`src/rtl/mesh_port_arbiter.sv`:
```
// mesh_port_arbiter: round-robin arbiter with a one-word output buffer for one mesh router output port
module mesh_port_arbiter #(
    parameter int N_IN    = 5,
    parameter int pckg_sz = 40,
    parameter int IDX_W   = $clog2(N_IN)
) (
    input  logic                    clk,
    input  logic                    reset,
    input  logic [N_IN-1:0]         pndng_in,
    input  logic [N_IN*pckg_sz-1:0] data_in,
    output logic [N_IN-1:0]         pop,
    output logic                    pndng,
    output logic [pckg_sz-1:0]      data_out,
    input  logic                    popin,
    output logic [IDX_W-1:0]        last_grant,
    output logic                    busy
);
    typedef enum logic [1:0] {IDLE, GRANT, HOLD} state_t;

    state_t           state, state_n;
    logic [IDX_W-1:0] w, win, idx;
    logic             any, ok, found;

    assign any   = |pndng_in;
    assign ok    = pndng_in[w];
    assign pndng = state == HOLD;
    assign busy  = state != IDLE;
    // The grant register selects the pop line; gating with the request suppresses the pop of an aborted grant.
    assign pop   = state == GRANT ? pndng_in & (N_IN'(1) << w) : '0;

    // Round-robin search: first requester after last_grant, wrapping at N_IN-1.
    always_comb begin
        found = 1'b0;
        win   = '0;
        idx   = last_grant;
        for (int k = 0; k < N_IN; k++) begin
            idx = idx == IDX_W'(N_IN - 1) ? '0 : idx + 1'b1;
            if (!found && pndng_in[idx]) begin
                found = 1'b1;
                win   = idx;
            end
        end
    end

    // Next-state: GRANT lasts one cycle, HOLD waits for popin before re-arbitrating.
    always_comb begin
        state_n = state;
        state_n = state == IDLE  ? (any ? GRANT : IDLE) :
                  state == GRANT ? (ok ? HOLD : IDLE) :
                  popin          ? (any ? GRANT : IDLE) : HOLD;
    end

    // State, grant index, priority pointer and output buffer.
    always_ff @(posedge clk) begin
        if (reset) begin
            state      <= IDLE;
            w          <= '0;
            last_grant <= IDX_W'(N_IN - 1);
            data_out   <= '0;
        end else begin
            state <= state_n;
            if (state_n == GRANT) w <= win;
            if (state == GRANT && ok) begin
                last_grant <= w;
                data_out   <= data_in[int'(w)*pckg_sz +: pckg_sz];
            end
        end
    end
endmodule
```
`config.mk`:
```
export PLATFORM = sky130hd
export DESIGN_NAME = mesh_port_arbiter
export DESIGN_NICKNAME = d
export VERILOG_FILES = /design/src/rtl/mesh_port_arbiter.sv
export SDC_FILE = /design/constraint.sdc
export NUM_CORES = 1
export LEC_CHECK = 0
export ABC_AREA = 1
export CAP_MARGIN = 20
export CORE_ASPECT_RATIO = 1.75
export CORE_UTILIZATION = 37
export DETAILED_ROUTE_END_ITERATION = 10
export PLACE_DENSITY = 0.82
export SLEW_MARGIN = 20
export SYNTH_ARGS = -nofsm -noshare
export SYNTH_HDL_FRONTEND = slang
export SYNTH_SLANG_ARGS = --single-unit
```
`constraint.sdc`:
```
create_clock -name clk -period 3.7 [get_ports clk]
set_clock_uncertainty 0.05 [all_clocks]
set_input_delay 0.74 -clock clk [delete_from_list [all_inputs] [get_ports clk]]
set_output_delay 0.74 -clock clk [all_outputs]
set_load 0.05 [all_outputs]
```
==> impl_metrics.toml, run 1 <==
[run_status]
status = "finished clean"

[die]
die_h_um = 137.9
die_area_sq_um = 10990
start_util = 0.3793
coreArea_sq_um = 10300
die_w_um = 79.67
io-pin-count = 258
fp-row-count = 49

[grt]
grt_pass1_vias = 5210
antenna_found_initial = 0
grt_max_degree = 82
grt_usage = 0.2875
grt-ovfl-total = 0
grt_pass1_wl_um = 24710

[finish]
final_cells = 973
nFillCells = 925
drive_gt1_frac = 0.05437
nets = 1061
finalInstanceArea_sq_um = 6699
synthToLayoutAreaGrowth_pct = 71.49
diodes = 0
final_core_util = 0.6504

[logic_synthesis]
yosysTopAreaCell = "dfxtp_1"
async_reset_ff_frac = 0
ys_warn_count = 0
seq_area_frac_synth = 0.2460
synth_nets = 832
syn-instance-count = 616
synth_top_area_share = 0.2460
ys_ff_latch = 48
synth.distinct_cells = 26
netlist_area_sq_um = 3906
synth_edf_count = 0
synth_most_common_cell = "nand2_1"
synth_area_per_cell_sq_um = 6.341
ys_top_cells_by_area = "dfxtp_1 25%, nand2_1 16%, a21oi_1 12%, a32o_1 10%, a211oi_1 7.7%"
yosys_most_used_dff = "dfxtp_1"
yosys-top-cells-count = "167 x nand2_1, 90 x a21oi_1, 52 x nor2_1, 48 x dfxtp_1, 43 x inv_1"

[routing]
drtIter0Drc = 334
num_vias = 5434
routed_wirelength_um = 16090
wl_per_cell_um = 16.53
drtPass1Iterations = 7
drc = 0
postRouteAntennaNets = 0
vias_per_cell = 5.585

[cts]
clk_path_buf_depth = 2
postCtsHoldBufs = 0
clk_pin_slew_ps = 60
clk_root_buffer_cell = "clkbuf_16"
worst_skew_pair.late_latency_ps = 280
cts_tree = "yes"
h-tree-depth = 2
clock_sinks = 48
cts_buffers = 5
post_cts_buffers = 0
cts_resized = 0

[placement]
dpl_cell_area_sq_um = 6553
dpl_worst_slack_ps = 347.6
place_inst = 965
portBuffers = 257
place_hpwl_um = 12020
routabilityCongestion = 0.9172

[power_and_ir_drop]
pwr-share-clk = 0.093
internal_power_w = 0.002259
p_per_area_nw_per_um2 = 728.1
p_seq_frac = 0.161
power_frac_comb = 0.746
switching_share = 0.5369
switchingPower_w = 0.002618
p_leak_nw = 2.515
ir_drop_v = 0.0005660

[setup_path]
critPathLaunchType = "primary input"
worstPathRequired_ps = 2910
r2r-start = "last_grant[0]$_SDFFE_PP0P_"
critPathKind = "in2out"
endpoint_kind = "primary output"
timing.rr.end = "w[0]$_SDFFE_PP0N_"
crit_fanout = 5
r2r_cells = 21
crit_end = "pop[2]"
crit_path_start = "pndng_in[2]"
r2r_slack_ps = 430
cp_data_arrival_time_ps = 2590

[timing]
max-slew-margin-rel = 0.3991
tightest_slew_ps = 901.4
grt_setup_unrepaired = "no"
min_period_ps = 3382
clock.fmax_ghz = 0.2957
finalHoldViolCount = 0
setup_slack_ps = 318.0
final.setup.tns_ps = 0
setup_viol = 0
fin_crit_sh = 0.9141
finalMaxSlewViolations = 0

[flow_run]
max-cap-violations = 0

[min_path]
hp-class = "reg2reg"
[layer usage]
metal  routed length [um]  vias to the layer above  share of wire  GRT usage
met2                 8321                      292           0.52     0.5204
met1                 5887                     2489           0.37     0.3062
li1                     -                     2593              -          -
met3                 1202                       60          0.075    0.06974
met4                  676                        0          0.042     0.1374
met5                    0                        -              0          0
[how the worst min path moves through the flow]
stage | startpoint | to | slack [ps] | depth (start not counted)
3_5_place_dp | state[1]$_SDFF_PP0_ | state[1]$_SDFF_PP0_ | 430 | 2
2_1_floorplan | state[1]$_SDFF_PP0_ | state[1]$_SDFF_PP0_ | 410 | 2
4_1_cts | state[1]$_SDFF_PP0_ | state[1]$_SDFF_PP0_ | 440 | 2
5_1_grt | data_out[7]$_SDFFE_PP0P_ | data_out[7]$_SDFFE_PP0P_ | 450 | 2
3_3_place_gp | state[1]$_SDFF_PP0_ | state[1]$_SDFF_PP0_ | 420 | 2
6_report | data_out[10]$_SDFFE_PP0P_ | data_out[10]$_SDFFE_PP0P_ | 440 | 2
[state kept, by name (all words and copies together) (netlist names)]
signal,flops
data_out,40
last_grant,3
state,2
w,3
[cell families after synthesis]
kind of cell	share of synthesized area
AO/OA/AOI/OAI	0.3094
adder cells (fa/ha/maj)	0.02563
buffers and inverters	0.08680
flip-flops	0.2460
AND/OR/NAND/NOR	0.3322
[final cells by class]
type / instances / area [sq um] / share of cell area
Clock buffer: 8 / 146.4 / 0.02185
Inverter: 46 / 172.7 / 0.02578
Multi-Input combinational cell: 480 / 2629 / 0.3924
Sequential cell: 48 / 962.2 / 0.1436
Tap cell: 127 / 158.9 / 0.02372
Timing Repair Buffer: 264 / 2630 / 0.3926
[power groups by stage]
stage / clock, W / sequential, W / combinational [W]
after floorplan: 0 / 0.00115 / 0.00219
after global placement: 0 / 0.000786 / 0.00347
after detailed placement: 0 / 0.000791 / 0.00358
after CTS: 0.000472 / 0.000781 / 0.00359
after global routing: 0.000496 / 0.000800 / 0.00396
final: 0.000455 / 0.000784 / 0.00364
[per-stage QoR]
step	hold WS (ps)	power, W
6_report	439.8	0.004877
3_3_place_gp	420.1	0.004254
5_1_grt	454.9	0.005257
3_5_place_dp	429.0	0.004368
4_1_cts	437.9	0.004846
2_1_floorplan	406.6	0.003344
[placed cells by master (no fill, tap or decap), types with 5 or more instances in the layout]
master             n
nand2_4           10
clkdlybuf4s50_1  255
dfxtp_1           47
nand2_1          167
ha_1               8
nand3_1           34
clkbuf_16          5
o21ai_0           10
a211oi_1          40
nor2_1            49
inv_1             43
nand2_2           10
buf_4              7
a32o_1            40
a21oi_1           90
[critical path: stages]
cell and delay [ps]:
clkdlybuf4s50_1 560, inv_1 120, nor4_1 310, clkdlybuf4s50_1 860
Power figures use the tool's default switching activity.
==> run 2, diff against run 1 <==
- CAP_MARGIN: 20 -> unset
==> results of run 2 <==
Same layout as run 1: the final DEF is identical, and so are final timing and power.
==> run 3, diff against run 2 <==
- CORE_MARGIN: unset -> 8
- clock period: 3.7 -> 3.55 ns (I/O delays scaled with it)
==> impl_metrics.toml, run 3 (same netlist as run 1, synthesis figures left out) <==
[cts]
h-tree-depth = 2
cts_buffers = 5
worst_skew_pair.late_latency_ps = 290
clk_pin_slew_ps = 70
cts_tree = "yes"
clock_sinks = 48
postCtsHoldBufs = 0
post_cts_buffers = 0
clk_path_buf_depth = 2
cts_resized = 0
clk_root_buffer_cell = "clkbuf_16"

[timing]
clock.fmax_ghz = 0.3165
finalHoldViolCount = 0
tightest_slew_ps = 595.9
min_period_ps = 3159
final.setup.tns_ps = 0
grt_setup_unrepaired = "no"
finalMaxSlewViolations = 0
fin_crit_sh = 0.8899
max-slew-margin-rel = 0.6015
setup_slack_ps = 390.8
setup_viol = 0

[setup_path]
crit_fanout = 8
worstPathRequired_ps = 3740
cp_top_family = "simple AND/OR/NAND/NOR gates"
path_common_cell = "nand2_4"
endpoint_kind = "flop"
crit_buf_inv = 3
critPathKind = "reg2reg"
crit_slowest_cell = "dfxtp_1"
max_stage_delay_ps = 410
cp_data_arrival_time_ps = 3350
r2r_slack_ps = 390
path_cells = "inv_1, ha_1, inv_1, ha_1, nand4_1, nand2_4, ha_1, nor2_1, nand2_2, nand2_4, nand2_4, nand2_2, nand2_2, nand2_4, nand2_1, nand3_1, nand2_1, nor2_2, nand3_1, nand3_1, nand2_1, inv_1"
critPathLaunchType = "flop"

[grt]
grt-ovfl-total = 0
grt_max_degree = 53
grt_usage = 0.2514
antenna_found_initial = 1
grt_pass1_vias = 5514
grt_pass1_wl_um = 28300

[power_and_ir_drop]
ir_drop_v = 0.0006455
p_leak_nw = 2.558
p_per_area_nw_per_um2 = 767.5

[placement]
routabilityCongestion = 0.9757
dpl_worst_slack_ps = 411.6
place_inst = 970
place_hpwl_um = 14830
portBuffers = 257

[routing]
drtPass1Iterations = 6
wl_per_cell_um = 19.28
vias_per_cell = 5.446
routed_wirelength_um = 18880
num_vias = 5332
drc = 0
drtIter0Drc = 320
postRouteAntennaNets = 0

[flow_run]
max-cap-violations = 0

[min_path]
hp-class = "reg2reg"

[die]
fp-row-count = 49
coreArea_sq_um = 10300
die_h_um = 151.9
start_util = 0.3793
die_area_sq_um = 14230
die_w_um = 93.67
io-pin-count = 258

[finish]
nets = 1066
largest_reg_flops = 40
final_cells = 979
max_flop_register = "data_out"
final_cell_mix = "251 x clkdlybuf4s50_1, 167 x nand2_1, 90 x a21oi_1, 49 x nor2_1, 47 x dfxtp_1"
synthToLayoutAreaGrowth_pct = 72.71
drive_gt1_frac = 0.06580
largestRegisters = "data_out (40), last_grant (3), w (3)"
final_common_cell = "clkdlybuf4s50_1"
nFillCells = 972

[run_status]
status = "finished clean"
## run 3: path summary, 6_finish.rpt
path              cells after the start                        from                  endpoint
hold reg to reg                       2    data_out[3]$_SDFFE_PP0P_  data_out[3]$_SDFFE_PP0P_
hold / removal                        2    data_out[3]$_SDFFE_PP0P_  data_out[3]$_SDFFE_PP0P_
setup reg to reg                     22  last_grant[0]$_SDFFE_PP0P_         w[1]$_SDFFE_PP0N_
setup / recovery                     22  last_grant[0]$_SDFFE_PP0P_         w[1]$_SDFFE_PP0N_
## run 3: per-stage QoR
step | power, W | hold WS [ps] | instance area [sq um] | utilization
4_1_cts | 0.005178 | 444.2 | 6744 | 0.6548
3_3_place_gp | 0.004555 | 416.5 | 6580 | 0.6388
5_1_grt | 0.005549 | 458.7 | 6746 | 0.6550
2_1_floorplan | 0.003485 | 406.6 | 3906 | -
3_5_place_dp | 0.004616 | 434.0 | 6580 | 0.6388
6_report | 0.005178 | 441.7 | 6746 | 0.6550
## run 3: worst register-to-register path, stage by stage, from the launching register on
cell	delay (ps)
dfxtp_1	410
inv_1	150
ha_1	380
inv_1	100
ha_1	230
nand4_1	170
nand2_4	120
ha_1	250
nor2_1	140
nand2_2	90
nand2_4	110
nand2_4	50
nand2_2	90
nand2_2	110
nand2_4	90
nand2_1	60
nand3_1	80
nand2_1	60
nor2_2	110
nand3_1	90
nand3_1	100
nand2_1	50
inv_1	40
## run 3: metal layers
layer / global-route usage / wire [um] / vias to the layer above
met3: 0.06167 / 1402 / 44
met4: 0.1186 / 743 / 0
li1: - / - / 2597
met1: 0.2413 / 6552 / 2443
met2: 0.4743 / 10180 / 248
met5: 0 / 0 / -
## run 3: layout make-up
class	count	area, sq um	share of cell area
repair buffers	269	2658	0.3939
multi-input cells	480	2629	0.3897
flip-flops and latches	48	962.2	0.1426
inverters	46	172.7	0.02559
well taps	127	158.9	0.02355
clock buffers	6	128.9	0.01910
clock inverters	2	35.03	0.005193
diodes	1	2.502	0.0003709
## run 3: where the power goes
group          leakage (nW)  switching (W)  total, W  internal, W
logic                  2.08        0.00243   0.00383      0.00140
registers             0.393       0.000122  0.000805     0.000683
clock network        0.0808       0.000213  0.000545     0.000332
==> RTL edit: new RTL, config.mk and constraints of run 3 <==
Reset style: asynchronous (`reset`), changed in one clocked block.
--- a/src/rtl/mesh_port_arbiter.sv
+++ b/src/rtl/mesh_port_arbiter.sv
@@ -51,7 +51,7 @@
     end
 
     // State, grant index, priority pointer and output buffer.
-    always_ff @(posedge clk) begin
+    always_ff @(posedge clk or posedge reset) begin
         if (reset) begin
             state      <= IDLE;
             w          <= '0;
Behaviour: differs if reset is asserted again (counterexample within 4 cycles, from zero or initial values and one cycle with reset high); with reset held inactive, the same outputs for 4 cycles.
==> RTL edit against run 3 <==
  * Sequential cell count unchanged
  * Routed wire length is 1.8% lower
  * Cell count down 1.4%
  * Synthesized area is 5.2% higher
  * Synthesized cell count fell by 2.8%
  * Sequential power is 25% higher
  * First-iteration DRC count is 30% lower
  * Power rose by 38%
  * Final area rose by 4.2%
  * Count of clock-buffer cells in the layout is 1 lower
  * Setup slack got worse by 0.072 ns
  * Critical endpoint is now w[2]
  * Largest cell class unchanged
==> RTL edit: results (changes against run 3) <==
starting DRC count in detailed routing=223 (was 320); status=completed (unchanged); non-filler cells, final=965 (was 979); hold path start=data_out[18] (was data_out[3]); average cell area after synthesis=6.860 µm² (was 6.341 µm²); layout cell share with drive strength beyond 1=8.884% (was 6.580%); register area share after synthesis=29.26% (was 24.60%); Pint=0.003094 W (was 0.002418 W); placed instance count=957 (was 970); Leak=2.919 nW (was 2.558 nW); diode count=0 (was 1); first-pass GRT wire length=28120 µm (was 28300 µm); count of cell types in the netlist=34 (was 26); ys async rst share=100.0% (was 0%); vias in the first global route=5602 (was 5514); Initial DRT Pass Iterations=5 (was 6); layout net count=1048 (was 1066); FILL cells=1019 (was 972); Critical path origin=last_grant[0] (unchanged); DRT Wirelength=18540 µm (was 18880 µm); CP Max Fanout=8 (unchanged); top cells by count, synth=144 x nand2_1, 96 x nand3_1, 47 x dfrtp_1, 43 x inv_1, 42 x a21oi_1 (was 167 x nand2_1, 90 x a21oi_1, 52 x nor2_1, 48 x dfxtp_1, 43 x inv_1); hpwl dp=15170 µm (was 14830 µm); critical path's largest stage delay=0.52 ns (was 0.41 ns); total CTS buffers=5 (unchanged); initial antenna violation count=0 (was 1); aggregate global-route resource usage=24.15% (was 25.14%); Slew HR=35.59% (was 60.15%); syn_nets=815 (was 832); Via density=5.522 (was 5.446); Max VDD drop=0.0006250 V (was 0.0006455 V); Worst R2R Path Depth=20 (was 22); largest cells by area after synthesis=dfrtp_1 29%, nand2_1 13%, nand3_1 12%, a41oi_1 6.2%, a21oi_1 5.1% (was dfxtp_1 25%, nand2_1 16%, a21oi_1 12%, a32o_1 10%, a211oi_1 7.7%); Area after DPL=0.006837 mm² (was 0.006580 mm²); worst skew pair latency=0.28 ns; slowest CP cell=dfrtp_1 (was dfxtp_1); Hold Crit Class=reg -> reg (unchanged); largest net degree at the start of global routing=67 (was 53); GPL Wtd Cong=0.9043 (was 0.9757)
## RTL edit: changes by cell type in the layout (fill, tap and decap cells not counted), sizes merged, moves of 28 or more
cell / delta
a211oi: -40
a21oi: -45
a32o: -40
a41oi: +29
dfrtp: +47
dfxtp: -48
nand3: +67
o21ai: +28
## RTL edit: power groups by stage
stage / logic [W] / registers (W) / clock network, W
5_1_grt: 0.00602 / 0.00104 / 0.000641
6_report: 0.00553 / 0.00101 / 0.000608
2_1_floorplan: 0.00322 / 0.00171 / 0
3_5_place_dp: 0.00553 / 0.00101 / 0
4_1_cts: 0.00554 / 0.00101 / 0.000622
3_3_place_gp: 0.00544 / 0.00100 / 0
## RTL edit: cells by family (layout without fill, tap and decap cells)
| logic type | count (synthesis) | after routing | synth area share [%] |
|---|---|---|---|
| AO/OA/AOI/OAI | 142 | 142 | 21.83 |
| buffers and inverters | 90 | 324 | 8.465 |
| AND/OR/NAND/NOR | 311 | 311 | 38.00 |
| flip-flops | 48 | 48 | 29.26 |
| adder cells (fa/ha/maj) | 8 | 8 | 2.436 |
## RTL edit: area by class of cell
class	instances	area, µm²	share of cell area (%)
Clock buffer	5	125.1	1.780
Clock inverter	3	68.82	0.9788
Inverter	49	183.9	2.616
Multi-Input combinational cell	461	2586	36.79
Sequential cell	48	1204	17.12
Tap cell	132	165.2	2.349
Timing Repair Buffer	267	2698	38.37
## RTL edit: final timing paths
check	end	slack, ns
min in group asynchronous	data_out[18]	0.65
worst min register to register	data_out[18]	0.43
max in group asynchronous	last_grant[2]	2.22
worst max-delay path	w[2]	0.32
worst min-delay path	data_out[18]	0.43
worst max register to register	w[2]	0.32
## RTL edit: layer usage
layer | global-route usage, % | up-vias | share of wire, %
li1 | - | 2544 | -
met3 | 5.837 | 74 | 7.8
met2 | 41.86 | 290 | 52
met1 | 24.45 | 2421 | 34
met4 | 16.36 | 0 | 6.9
met5 | 0 | - | 0
## RTL edit: worst max-delay path, delay by kind of cell, from the launching register on
family                     cells  cell delay [ns]
DFF                            1             0.52
and+or+nand+nor               14             1.20
adders and majority gates      3             1.01
buffers and inverters          3             0.34
## RTL edit: per-stage QoR
stage | util [%] | setup slack, ns | hold WS [ns]
6_report | 64.06 | 0.3186 | 0.4313
5_1_grt | 64.06 | 0.03056 | 0.4567
2_1_floorplan | - | 0.3834 | 0.5661
3_3_place_gp | 62.29 | 0.4833 | 0.4148
3_5_place_dp | 62.29 | 0.3726 | 0.4222
4_1_cts | 64.06 | 0.3546 | 0.4386
